`config.mk`:
```
export PLATFORM = sky130hd
export DESIGN_NAME = bnn_sequencer
export DESIGN_NICKNAME = d
export VERILOG_FILES = /design/src/rtl/bnn_pkg.sv /design/src/rtl/pixel_loader.sv /design/src/rtl/bnn_sequencer.sv
export SDC_FILE = /design/constraint.sdc
export NUM_CORES = 2
export LEC_CHECK = 0
export CORE_MARGIN = 1.5
export CORE_UTILIZATION = 27
export DETAILED_ROUTE_END_ITERATION = 10
export GPL_ROUTABILITY_DRIVEN = 0
export GPL_TIMING_DRIVEN = 0
export PLACE_DENSITY = 0.53
export SYNTH_ARGS = -nofsm -noshare
export SYNTH_HDL_FRONTEND = slang
export SYNTH_SLANG_ARGS = --single-unit
```
`constraint.sdc`:
```
create_clock -name clk -period 7.7 [get_ports clk]
set_input_delay 1.925 -clock clk [delete_from_list [all_inputs] [get_ports clk]]
set_output_delay 1.925 -clock clk [all_outputs]
set_load 0.02 [all_outputs]
```
`src/rtl/bnn_pkg.sv`:
```
// Shared definitions for the BNN sequencer and the layer blocks it drives:
// phase encodings, image geometry and the default transfer count.
package bnn_pkg;

  localparam int IMG_W      = 28;
  localparam int IMG_BITS   = 784;
  localparam int LOAD_BYTES = 98;

  typedef enum logic [2:0] {
    ST_IDLE    = 3'b000,
    ST_LOAD    = 3'b001,
    ST_LAYER_1 = 3'b010,
    ST_LAYER_2 = 3'b011,
    ST_LAYER_3 = 3'b100,
    ST_DONE    = 3'b101
  } state_t;

  function automatic logic is_layer(input state_t s);
    return (s == ST_LAYER_1) || (s == ST_LAYER_2) || (s == ST_LAYER_3);
  endfunction

endpackage

```
`src/rtl/pixel_loader.sv`:
```
// Byte counter plus image register: byte k lands in pixels[8k+7:8k] on the edge it is accepted.
// load_done is combinational and marks the cycle in which the final byte is accepted.
module pixel_loader #(
  parameter int LOAD_BYTES = bnn_pkg::LOAD_BYTES
) (
  input  logic                         clk,
  input  logic                         rst,
  input  logic                         clr,
  input  logic                         en,
  input  logic                         pix_valid,
  input  logic [7:0]                   pix_data,
  output logic [bnn_pkg::IMG_BITS-1:0] pixels,
  output logic                         load_done
);
  import bnn_pkg::*;

  localparam int              CNT_W = $clog2(LOAD_BYTES + 1);
  localparam logic [CNT_W-1:0] FULL = CNT_W'(LOAD_BYTES);
  localparam logic [CNT_W-1:0] LAST = CNT_W'(LOAD_BYTES - 1);

  logic [CNT_W-1:0] cnt;
  logic             xfer;

  // The FULL guard keeps the counter from wrapping even if en were held past the last byte.
  assign xfer      = en && pix_valid && (cnt != FULL);
  assign load_done = xfer && (cnt == LAST);

  always_ff @(posedge clk) begin
    if (rst || clr) begin
      cnt    <= '0;
      pixels <= '0;
    end else if (xfer) begin
      pixels[{cnt, 3'b000} +: 8] <= pix_data;
      cnt                        <= cnt + 1'b1;
    end
  end

endmodule

```
`src/rtl/bnn_sequencer.sv`:
```
// Top-level phase controller: IDLE -> LOAD -> LAYER_1..3 -> DONE, with per-layer timeout abort.
// Every transition lands one edge after its trigger; pixel intake is valid/ready, layers are level-done.
module bnn_sequencer #(
  parameter int          LOAD_BYTES = bnn_pkg::LOAD_BYTES,
  parameter logic [15:0] TIMEOUT    = 16'hFFFF
) (
  input  logic                         clk,
  input  logic                         rst,
  input  logic                         start,
  input  logic                         pix_valid,
  input  logic [7:0]                   pix_data,
  output logic                         pix_ready,
  output logic [2:0]                   state,
  output logic [bnn_pkg::IMG_BITS-1:0] pixels,
  output logic                         layer_clr,
  input  logic                         l1_done,
  input  logic                         l2_done,
  input  logic                         l3_done,
  input  logic [3:0]                   digit_in,
  output logic [3:0]                   digit,
  output logic                         digit_valid,
  output logic                         busy,
  output logic                         err
);
  import bnn_pkg::*;

  state_t      cur_state;
  state_t      nxt_state;
  logic [15:0] cyc;
  logic        accept_start;
  logic        layer_done;
  logic        timeout_hit;
  logic        load_done;

  assign accept_start = start && ((cur_state == ST_IDLE) || (cur_state == ST_DONE));
  assign state        = cur_state;

  // Only the flag belonging to the current layer is looked at.
  always_comb begin
    layer_done = 1'b0;
    case (cur_state)
      ST_LAYER_1: layer_done = l1_done;
      ST_LAYER_2: layer_done = l2_done;
      ST_LAYER_3: layer_done = l3_done;
      default:    layer_done = 1'b0;
    endcase
  end

  // cyc counts cycles already spent in this state, so TIMEOUT-1 means the state has lasted TIMEOUT cycles.
  assign timeout_hit = is_layer(cur_state) && !layer_done && (cyc == TIMEOUT - 16'd1);

  pixel_loader #(
    .LOAD_BYTES(LOAD_BYTES)
  ) u_loader (
    .clk       (clk),
    .rst       (rst),
    .clr       (accept_start),
    .en        (pix_ready),
    .pix_valid (pix_valid),
    .pix_data  (pix_data),
    .pixels    (pixels),
    .load_done (load_done)
  );

  always_ff @(posedge clk) begin
    if (rst) begin
      cur_state <= ST_IDLE;
    end else begin
      cur_state <= nxt_state;
    end
  end

  always_comb begin
    nxt_state = cur_state;
    case (cur_state)
      ST_IDLE:    if (accept_start) nxt_state = ST_LOAD;
      ST_LOAD:    if (load_done)    nxt_state = ST_LAYER_1;
      ST_LAYER_1: if (layer_done)   nxt_state = ST_LAYER_2;
                  else if (timeout_hit) nxt_state = ST_IDLE;
      ST_LAYER_2: if (layer_done)   nxt_state = ST_LAYER_3;
                  else if (timeout_hit) nxt_state = ST_IDLE;
      ST_LAYER_3: if (layer_done)   nxt_state = ST_DONE;
                  else if (timeout_hit) nxt_state = ST_IDLE;
      ST_DONE:    if (accept_start) nxt_state = ST_LOAD;
      default:    nxt_state = ST_IDLE;
    endcase
  end

  always_comb begin
    busy        = (cur_state == ST_LOAD) || is_layer(cur_state);
    pix_ready   = (cur_state == ST_LOAD) && !layer_clr;
    digit_valid = (cur_state == ST_DONE);
  end

  always_ff @(posedge clk) begin
    if (rst) begin
      cyc       <= '0;
      layer_clr <= 1'b0;
      err       <= 1'b0;
      digit     <= '0;
    end else begin
      layer_clr <= accept_start;
      if (nxt_state != cur_state) begin
        cyc <= '0;
      end else if (cyc != 16'hFFFF) begin
        cyc <= cyc + 16'd1;
      end
      if (accept_start) begin
        err <= 1'b0;
      end else if (timeout_hit) begin
        err <= 1'b1;
      end
      if ((cur_state == ST_LAYER_3) && l3_done) begin
        digit <= digit_in;
      end
    end
  end

endmodule

```
# After elaboration in Yosys (flattened, before gate mapping)
# Cells that the tools add are included.
# word_totals
reg_bits,816
in_bits,19
output_inout_bits,796
wordCells,50
# classes
addsub,3
n_eq_ne,10
n_shift,2
mux,9
reduce_logical,19
# op_table
operator,n
bitwise mux 784 bit,1
"variable shift 8 x 12 -> 784 bit, first input constant",1
variable part select 8 x 12 -> 784 bit,1
2-to-1 mux 3 bit,6
"adder 16 x 1 -> 16 bit, second input constant",1
"== test 16 bit, second input constant",1
"inequality test 16 bit, second input constant",1
case mux 3 bit (5 select lines),1
negator 10 -> 12 bit,1
logical AND 1 bit,8
"adder 7 x 1 -> 7 bit, second input constant",1
"== test 7 bit, second input constant",1
"inequality test 7 bit, second input constant",1
"== test 3 x 2 -> 1 bit, second input constant",2
"== test 3 bit, second input constant",2
OR reduction 2 bit,3
logical OR 1 bit,5
"== test 3 x 1 -> 1 bit, second input constant",1
zero test 3 bit,1
inequality test 3 bit,1
case mux 1 bit (3 select lines),1
zero test 1 bit,2

# Depth between registers and ports, before layout
# depth
depth_word,10
depth_mapped,12
depth_no_buf,7

# Hierarchy
# Synthesis repeated with hierarchy kept, for this count alone.
# unflattened
hier_cells,3290
area_unflattened_um2,32836.5
# by_module_without_submodules
mod,instances,cells_each,area_per_inst_um2
pixel_loader,1,3127,31423.9
bnn_sequencer,1,163,1412.6

# Least setup slack after synthesis
# OpenSTA, ideal clock, no wires.
# synth_path
path_kind,input to register
startpoint,input start
endpoint,register u_loader.pixels[285] (netlist name)
t_arrival_ns,3.471
required_ns,7.612
path_slack_ns,4.142
stages,6
n_path_buf,2
path_cell_list,nor2b_1 a21oi_1 clkbuf_1 buf_1 nand3_1 o31ai_1
# synth_via
elab_chain_cells,2
# synth_lines
element,line,rtl
start: declaration,bnn_sequencer.sv:9,"input logic start,"
logical AND 1 bit,bnn_sequencer.sv:35,assign accept_start = start && ((cur_state == ST_IDLE) || (cur_state == ST_DONE));
logical OR 1 bit,pixel_loader.sv:29,if (rst || clr) begin
end signal: indexed assignment,pixel_loader.sv:33,"pixels[{cnt, 3'b000} +: 8] <= pix_data;"
end: declaration,pixel_loader.sv:12,"output logic [bnn_pkg::IMG_BITS-1:0] pixels,"
# No other way between the ends.
# A chain may end at the register's enable or synchronous reset.

# Worst setup path after layout
# layout_path
startpoint,input rst
endpoint,register u_loader.pixels[297] (netlist name)
# layout_via
elab_chain_cells,1
# layout_lines
element,line,rtl
start: declaration,bnn_sequencer.sv:8,"input logic rst,"
logical OR 1 bit,pixel_loader.sv:29,
# No other way between the ends.

==> results by stage <==
Critical path:
- Of all nets on the critical path, the largest fanout is 10.
- The cell type group with the largest total delay on the critical path is buffers and inverters.
- The stage delay of the slowest cell on the critical path is 0.96 ns.
- The sort of element at the end of the critical path is a register.
- The critical path launch point type is an input port.
- The critical path goes through clkdlybuf4s50_1 -> clkbuf_1 -> a21oi_1 -> clkbuf_1 -> buf_1 -> nand3_1 -> o31ai_1.
- The required time at the worst-slack endpoint is 8.26 ns.
- The library cell appearing most often on the critical path is clkbuf_1.
- For the worst setup path, the data arrival time is 6.44 ns.
- The category of the most critical setup path is input port to register.
- Together, buffers and inverters on the worst path number 4.
- On the critical path, the stage with the largest delay is an instance of nand3_1.

Status:
- The final reports fail on capacitance limit, slew limit.
- The run finished, with violations left.

Timing:
- The total negative setup slack is 0 ns.
- The number of hold violations in the final report is 0.
- Setup repair after global routing left no endpoint under its margin.
- For the pin with the worst max-slew slack, the measured transition is 1.54 ns.
- The setup clock skew after layout is 0.0193 ns.
- Across all setup checks in the final design, the least slack found is 1.82 ns.
- For the finished layout, the period the worst path requires is 5.88 ns.
- The share of the clock period used by the worst path after layout is 76.3%.
- The total setup violations reported at the end of the flow is 0.
- In this run the tightest slew margin relative to its limit is -2.79%.
- The final max-slew violation count came to 33.
- The highest achievable clock rate is 170 MHz.

Synthesis:
- Dividing the synthesized area by the synthesized cell count gives 9.58 um2.
- The XOR/XNOR share of the synthesized area is 0.780%.
- The post-synthesis adder-cell area fraction is 0.282%.
- In the synthesized netlist the dominant register cell turns out to be dfxtp_1.
- By area, the combinational part of the netlist is dominated by compound AO/OA/AOI/OAI gates.
- The multiplexer share of the synthesized area is 8.01%.
- The sequential share of the synthesized area is 52.5%.
- Synthesis inferred 816 register bits.
- Summing the areas of all compound-gate instances in the mapped netlist gives 22.2% of the synthesized area.
- The number of nets in the synthesized netlist is 3274.
- After technology mapping, the gate count stands at 3248.
- Counting flops with an async set or reset pin after synthesis yields a share of 0%.
- Summing every instance area after synthesis gives 0.0311 mm2.
- The synthesized design contains 0 enable-type register cells.
- For this run, the number of Yosys warnings is 0.
- The post-synthesis share of cell area spent on and, or, nand and nor gates is 12.2%.
- Counting distinct cell types in the post-synthesis netlist gives 76.

Clock network:
- Once the clock tree was built, the resizer swapped 0 gates to a different size.
- The cts-stage hold buffer count is 0.
- At the later pin of the worst-skew pair, clock insertion delay measures 0.69 ns.
- Once the clock tree was built, the setup fixing pass inserted 0 buffers.
- Buffers inserted during clock tree synthesis total 95.
- The root buffer cell chosen for the clock tree is clkbuf_16.
- The total number of clock tree sinks is 816.
- Clock-pin slew was measured on the worst setup and hold paths at 0.06 ns.
- The longest clock path from root to sink contains 3 buffers.
- The CTS tree is yes.
- The H-tree was split into 3 levels.

Flow run:
- Across the run, the number of max-cap violations was 3.

Final layout:
- The synthesis-to-layout area growth is 43.1%.
- Fill cells in the final layout number 11500.
- In the final layout, flip-flops and latches occupy 0.0163 mm2.
- After the last flow step, the layout net total stands at 4187.
- The fraction of layout instances using a drive strength above 1 is 7.69%.
- In the final layout, the multi-input gates occupy 0.0135 mm2.

Pwr:
- Summed over all nets, the switching power comes to 2280 uW.
- The analysis attributes to cell leakage a power of 0.0155 uW.
- The combinational share of power is 4.1%.
- The proportion of power drawn by the clock network is 51.2%.
- The cell-internal power is 7170 uW.
- Net switching is 24.1% of the power.
- The worst-case IR drop observed on VDD is 0.168 mV.
- The share of total power in sequential cells is 44.7%.
- For this design the ratio of total power to cell area is 212 mW/mm2.

Placement:
- The number of port buffers is 813.
- OpenSTA, run right after detailed placement, puts the worst setup slack at 1.22 ns.
- Summed over all nets, the half-perimeter wirelength after detailed placement is 138000 um.

GRT:
- The first global-routing pass estimated 242000 um of wire.
- The via count of the first global-routing pass was 29300.
- The initial antenna violation count is 10.
- The overall routing resource usage is 29.5%.
- The pin count of the biggest net entering global routing is 13.
- After global routing the overflow that remains totals 0.

Floorplan:
- 815 I/O pins were placed.
- The floorplan has 124 rows.
- In this run the horizontal extent of the chip is 342 um.
- In this run the standard cell core region covers 0.114 mm2.
- The die covers 0.117 mm2.
- The height of the die is 342 um.
- The effective utilization at floorplan is 27.2%.

Detailed routing:
- The count of vias placed by the detailed router is 31100.
- The first TritonRoute pass finished after 5 iterations.
- The vias per cell is 5.40.
- The number of nets still failing antenna checks after routing is 0.
- The number of remaining DRC errors is 0.
- For this block, the routed nets add up to 181000 um of wire.
- For this block, the initial DRC count from the detailed router was 2467.
- In the final routed layout, each cell accounts on average for 31.4 um.

Hold path:
- The kind of path behind the tightest hold check is register to register.
[worst reg2reg max path, cell delays in order, from the launching register on]
cell and delay [ns]:
dfxtp_1 0.54, buf_2 0.32, inv_1 0.12, ha_1 0.22, buf_2 0.22, o21bai_1 0.21
a211oi_1 0.63, or3_1 0.21, clkbuf_1 1.12, nand3_1 0.71, o21ai_0 0.35
[cells in the mapped netlist (4+ instances only)]
master	instances	share of area (%)
dfxtp_1	816	53
o21ai_0	434	7.0
o211ai_1	427	10
nand2_1	383	4.6
mux2i_1	249	8.0
clkbuf_1	174	2.1
nand3_1	153	2.5
buf_2	78	1.3
nor2_1	58	0.70
o31ai_1	52	1.3
a21oi_1	43	0.69
o21ai_1	43	0.69
nand4_1	37	0.74
and2_1	23	0.46
nand3_2	23	0.74
buf_1	22	0.27
nor3_1	22	0.35
and3_1	15	0.30
a31o_2	13	0.37
xnor2_1	13	0.37
o311ai_0	12	0.34
o2111ai_1	11	0.31
xor2_1	11	0.31
nand2b_1	9	0.18
nor4_1	9	0.18
buf_4	8	0.19
ha_1	7	0.28
inv_1	7	0.084
a211oi_1	5	0.12
nand2_2	5	0.10
or3_1	5	0.10
and2_0	4	0.080
nand2_4	4	0.14
or2_2	4	0.080
[routing by layer]
metal / vias up / share of wire [%] / GRT usage (%)
met3: 321 / 9.3 / 9.60
met5: - / 0.019 / 0
met1: 15500 / 40 / 36.0
met4: 6 / 4.5 / 11.4
li1: 13800 / - / -
met2: 1467 / 46 / 47.9
[final timing paths]
kind                                     start                           endpoint  slack, ns  cells after the start
min          u_loader.pixels[524]$_SDFFE_PP0P_  u_loader.pixels[524]$_SDFFE_PP0P_       0.45                      2
min reg2reg  u_loader.pixels[524]$_SDFFE_PP0P_  u_loader.pixels[524]$_SDFFE_PP0P_       0.45                      2
max reg2reg       u_loader.cnt[0]$_SDFFE_PP0P_  u_loader.pixels[699]$_SDFFE_PP0P_       2.95                     10
max                                        rst  u_loader.pixels[297]$_SDFFE_PP0P_       1.82                      7
[power by group through the flow]
stage | clock network (uW) | logic, uW | registers (uW)
after CTS | 4900 | 385 | 4230
after global routing | 5060 | 396 | 4230
final | 4840 | 386 | 4230
after floorplan | 0 | 160 | 4320
after detailed placement | 0 | 384 | 4320
after global placement | 0 | 382 | 4320
[cells in the final DEF, fill, tap and decap left out, types with 23 or more instances in the layout]
master and count:
buf_2 78, nand2_1 383, nand3_2 23, o31ai_1 51
o21ai_1 43, nand3_1 153, clkdlybuf4s50_1 813, a21oi_1 43
mux2i_1 249, clkbuf_8 24, clkbuf_1 193, o211ai_1 427
and2_1 23, dfxtp_1 816, o21ai_0 434, nand4_1 37
nor2_1 58, clkbuf_16 99
[registers in the layout, summed over array words and instances, names as in the netlist]
signal and count:
cyc 16, digit 4, err 1, layer_clr 1, state 3, u_loader.cnt 7, u_loader.pixels 784
[final cells by class]
cell class | instances | area share, %
Antenna cell | 3 | 0.0169
Buffer | 284 | 2.72
Clock buffer | 143 | 6.48
Clock inverter | 33 | 0.975
Inverter | 7 | 0.0590
Multi-Input combinational cell | 2141 | 30.4
Sequential cell | 816 | 36.7
Tap cell | 1512 | 4.25
Timing Repair Buffer | 816 | 18.4
[per-stage QoR]
stage	instances	hold slack, ns	power [uW]	utilization, %	cell area [um2]
2_1_floorplan	3248	0.493	4480	-	31100
3_3_place_gp	5573	0.443	4700	36.0	41100
3_5_place_dp	5576	0.445	4700	36.0	41200
4_1_cts	5752	0.454	9510	38.9	44500
5_1_grt	5752	0.472	9680	38.9	44500
6_report	5755	0.454	9450	38.9	44500
[cells by family after synthesis]
group | Yosys count
and+or+nand+nor | 783
buffers and inverters | 291
adders and majority gates | 7
muxes | 249
DFF | 816
xor gates and xnor gates | 26
AOI/OAI and AO/OA | 1076
Power figures use the tool's default switching activity.
